--- src/rtl/fetch_stage.sv ---
// Instruction-fetch stage: owns the PC, drives the combinational instruction memory,
// and loads the IF/ID register. Handles stalls, branch redirect with flush, and HLT.
//
// state  | meaning
// IDLE   | one cycle after reset so the memory image can load; no fetch
// RUN    | fetching one instruction per cycle
// HALTED | HLT captured; fetch stopped until a branch or reset
module fetch_stage #(
  parameter int                    ADDR_WIDTH  = 16,
  parameter logic [ADDR_WIDTH-1:0] RESET_PC    = '0,
  parameter logic [3:0]            HALT_OPCODE = 4'hF
) (
  input  logic                  clk,
  input  logic                  rst,
  input  logic                  stall,
  input  logic                  branch_taken,
  input  logic [ADDR_WIDTH-1:0] branch_target,
  output logic [ADDR_WIDTH-1:0] imem_addr,
  output logic                  imem_enable,
  input  logic [15:0]           imem_rdata,
  output logic [15:0]           ifid_instr,
  output logic [ADDR_WIDTH-1:0] ifid_pc_plus2,
  output logic                  ifid_valid,
  output logic                  halted
);

  typedef enum logic [1:0] {IDLE, RUN, HALTED} state_t;

  localparam logic [ADDR_WIDTH-1:0] PC_STEP  = ADDR_WIDTH'(2);
  localparam logic [ADDR_WIDTH-1:0] PC_RESET = {RESET_PC[ADDR_WIDTH-1:1], 1'b0};

  state_t                state_q, state_d;
  logic [ADDR_WIDTH-1:0] pc_q, pc_d;
  logic [15:0]           instr_q, instr_d;
  logic [ADDR_WIDTH-1:0] pc_plus2_q, pc_plus2_d;
  logic                  valid_q, valid_d;
  logic                  halted_q, halted_d;

  logic [ADDR_WIDTH-1:0] pc_next_seq;
  logic [ADDR_WIDTH-1:0] redirect_pc;
  logic                  is_hlt;

  assign pc_next_seq = pc_q + PC_STEP;
  assign redirect_pc = {branch_target[ADDR_WIDTH-1:1], 1'b0};
  assign is_hlt      = (imem_rdata[15:12] == HALT_OPCODE);

  always_comb begin
    state_d    = state_q;
    pc_d       = pc_q;
    instr_d    = instr_q;
    pc_plus2_d = pc_plus2_q;
    valid_d    = valid_q;
    halted_d   = halted_q;
    case (state_q)
      IDLE: state_d = RUN;
      RUN: begin
        // Branch wins over stall and over an HLT sitting on the read data.
        if (branch_taken) begin
          pc_d    = redirect_pc;
          instr_d = 16'h0000;
          valid_d = 1'b0;
        end else if (!stall) begin
          instr_d    = imem_rdata;
          pc_plus2_d = pc_next_seq;
          valid_d    = 1'b1;
          if (is_hlt) begin
            state_d  = HALTED;
            halted_d = 1'b1;
          end else begin
            pc_d = pc_next_seq;
          end
        end
      end
      HALTED: begin
        // A branch here means the HLT was on the wrong path.
        if (branch_taken) begin
          pc_d     = redirect_pc;
          instr_d  = 16'h0000;
          valid_d  = 1'b0;
          state_d  = RUN;
          halted_d = 1'b0;
        end else if (!stall) begin
          valid_d = 1'b0;
        end
      end
      default: state_d = IDLE;
    endcase
  end

  always_ff @(posedge clk or posedge rst) begin
    if (rst) begin
      state_q    <= IDLE;
      pc_q       <= PC_RESET;
      instr_q    <= 16'h0000;
      pc_plus2_q <= '0;
      valid_q    <= 1'b0;
      halted_q   <= 1'b0;
    end else begin
      state_q    <= state_d;
      pc_q       <= pc_d;
      instr_q    <= instr_d;
      pc_plus2_q <= pc_plus2_d;
      valid_q    <= valid_d;
      halted_q   <= halted_d;
    end
  end

  assign imem_addr     = pc_q;
  assign imem_enable   = (state_q == RUN);
  assign ifid_instr    = instr_q;
  assign ifid_pc_plus2 = pc_plus2_q;
  assign ifid_valid    = valid_q;
  assign halted        = halted_q;

endmodule

--- config.mk ---
export PLATFORM = sky130hd
export DESIGN_NAME = fetch_stage
export DESIGN_NICKNAME = d
export VERILOG_FILES = /design/src/rtl/fetch_stage.sv
export SDC_FILE = /design/constraint.sdc
export NUM_CORES = 1
export LEC_CHECK = 0
export BUFFER_PORTS_ARGS = -buffer_cell sky130_fd_sc_hd__buf_2
export CAP_MARGIN = 25
export CORE_AREA = 5 5 89 66
export CTS_BUF_LIST = sky130_fd_sc_hd__clkbuf_16
export DETAILED_ROUTE_END_ITERATION = 7
export DIE_AREA = 0 0 94 71
export GPL_ROUTABILITY_DRIVEN = 0
export PLACE_DENSITY = 0.83
export SYNTH_ARGS = -nofsm -noshare
export SYNTH_HDL_FRONTEND = slang
export SYNTH_SLANG_ARGS = --single-unit
--- constraint.sdc ---
create_clock -name clk -period 3.9 [get_ports clk]
set_input_delay 0.78 -clock clk [delete_from_list [all_inputs] [get_ports clk]]
set_output_delay 0.78 -clock clk [all_outputs]
set_load 0.01 [all_outputs]
==> results.cfg <==
[run_status]
status = completed

[logic_synthesis]
yosys-top-cells-area = dfrtp_1 (49%), nand2_1 (6.0%), a21oi_1 (4.9%)
ys_ff_latch = 50
synth.distinct_cells = 46
synth_cells = 271
async_flop_share_pct = 100.0
netlist.area_leader.share_pct = 49.02
syn_area_um2 = 2552
yosys_warnings = 0
synth_edf_count = 0
synth-seq-area-share_pct = 49.02
synth_top_cell_by_area = dfrtp_1
syn_avg_cell_area_um2 = 9.419
synth_ff_type = dfrtp_1

[global_route]
grt_usage_pct = 19.19
grt_max_degree = 36
grt_pass1_wl_um = 10090
gr-total-overflow = 0
grt_pass1_vias = 2088
antenna_found_initial = 0

[route]
detail-route-antenna-nets = 0
drc = 0
drt-wirelength-per-cell_um = 14.65
drt_iter0_drc = 114
vias_per_cell = 5.240
vias = 2206
dr.pass1.iters = 4
wl_um = 6169

[sta]
min_period_ns = 2.290
period_share_pct = 58.73
worst_pin_slew_ns = 0.8914
setup_viol = 0
slew_headroom_pct = 40.58
maxSlewViolCount = 0
hold_violations = 0
clock_skew_ns = 0.003464
fmax_mhz = 436.6
whs_ns = 0.4585
rsz0062_at_grt = false
tns_ns = 0

[clock_network]
numCtsBuffers = 5
cts-htree-levels = 2
clkLatencyLatePin_ns = 0.29
clockRootBuffer = clkbuf_16
cts-resized-gates = 0
post_cts_buffers = 0
cts.sinks = 50
cts_hold_buf = 0
max-clock-path-buffers = 2
clk_pin_slew_worst_paths_ns = 0.07
cts_tree = done

[flow_run]
max_cap_violations = 0

[cells_and_area]
area_growth_pct = 25.69
drive_above_1_share_pct = 31.52
nFillCells = 466
antenna_cells = 0
multi_input_area_um2 = 1205
seq_area_um2 = 1251
nets = 389

[die]
start_util_pct = 50.95
dieHeight_um = 71
ioPinCount = 87
row_count = 22
core-area_um2 = 5010
die_w_um = 94
die_area_um2 = 6674

[critical_path]
crit_type = reg2reg
crit_path_start_kind = flop
cp_max_fo = 20
required_ns = 4.11
critPathArrivalTime_ns = 2.50
timing.critical_path.to_type = flop

[placed_design]
dp_hpwl_um = 4626
numPortBuffers = 83

[power_and_ir_drop]
total_leakage_power_nw = 1.485
power_density_nw_per_um2 = 865.8
peakVddDrop_uv = 355.1

[hold_path]
hold_path_class = in2async
## layer usage
| layer | GRT usage [%] | part of all wire, % |
|---|---|---|
| met5 | 0 | 0 |
| met4 | 5.769 | 1.3 |
| met3 | 4.357 | 7.3 |
| met2 | 30.92 | 48 |
| met1 | 25.93 | 44 |
## power by group
part | switching, W | internal [W]
Sequential | 0.000225 | 0.000752
Combinational | 0.000751 | 0.000557
Clock | 0.000189 | 0.000302
Total | 0.00117 | 0.00161
## Yosys cell counts (3+ instances only)
cell and count:
o22ai_1 3, inv_1 5, o21bai_1 4, dfrtp_1 50
a22oi_1 3, ha_1 5, nor3_1 4, o2bb2ai_1 3
o21ai_0 16, xnor2_1 8, clkbuf_1 8, o21ai_1 10
a21oi_1 25, nand2_1 41, xor2_1 5, buf_4 3
buf_2 8, a2bb2oi_1 6, and3_1 3, nor2_1 25
nand3_1 5
## final cells by class
cell class / instances / share of cell area [%]
flip-flops and latches: 50 / 39.00
well taps: 72 / 2.808
multi-input cells: 198 / 37.56
inverters: 5 / 0.5850
clock inverters: 3 / 1.404
clock buffers: 5 / 3.900
repair buffers: 88 / 14.74
## worst max-delay path: stages, from the launching register on
cell	delay [ns]
dfrtp_1	0.42
inv_1	0.11
ha_1	0.31
a21oi_1	0.13
o221ai_2	0.71
buf_4	0.28
o21bai_1	0.11
o2bb2ai_1	0.14
## cells by family (layout without fill, tap and decap cells)
family,count (synthesis),in the layout,share of synthesized area (%)
compound gates,79,79,19.22
xor+xnor,13,13,4.461
buf+inv,24,101,4.363
flops,50,50,49.02
fa+ha+maj,5,5,2.451
simple gates,95,95,18.68
mux,4,4,1.667
other cells,1,2,0.1469
## cells in the final DEF, fill, tap and decap left out, types with 2 or more instances in the layout
master,n
buf_2,83
dfrtp_1,50
nand2_1,41
a21oi_1,25
nor2_1,24
o21ai_0,16
o21ai_1,9
xnor2_1,8
a2bb2oi_1,6
nand3_1,5
xor2_1,5
ha_1,5
clkbuf_16,5
inv_1,4
o21bai_1,4
nor3_2,3
nor3_1,3
and3_1,3
o22ai_1,3
a22oi_1,3
o2bb2ai_1,3
buf_4,3
nand4_1,2
nand2b_1,2
mux2i_1,2
and4_1,2
a31oi_1,2
conb_1,2
clkinvlp_4,2
## worst paths after layout
check                           depth (start not counted)           from          endpoint  slack, ns
min in group clk                                        2  ifid_instr[5]     ifid_instr[5]       0.48
worst max register to register                          7     state_q[0]     imem_addr[11]       1.61
worst min-delay path                                    2            rst  ifid_pc_plus2[8]       0.46
worst max-delay path                                    7     state_q[0]     imem_addr[11]       1.61
worst min register to register                          2  ifid_instr[5]     ifid_instr[5]       0.48
max in group asynchronous                               3            rst     imem_addr[14]       2.95
## flip-flops by register name, summed over array words and instances (netlist names)
signal,cells
halted,1
ifid_instr,16
ifid_pc_plus2,15
ifid_valid,1
imem_addr,15
state_q,2
## stage by stage
stage / instances / instance area, um2 / util (%) / total power [W] / setup slack (ns)
floorplan: 272 / 2556 / - / 0.001830 / 1.902
global placement: 411 / 3003 / 59.94 / 0.002199 / 1.434
detailed placement: 412 / 3023 / 60.34 / 0.002272 / 1.363
CTS: 420 / 3193 / 63.74 / 0.002774 / 1.465
global route: 421 / 3208 / 64.04 / 0.002999 / 1.430
finish: 421 / 3208 / 64.04 / 0.002777 / 1.610
Note: power is estimated with default switching activity, not from simulation.
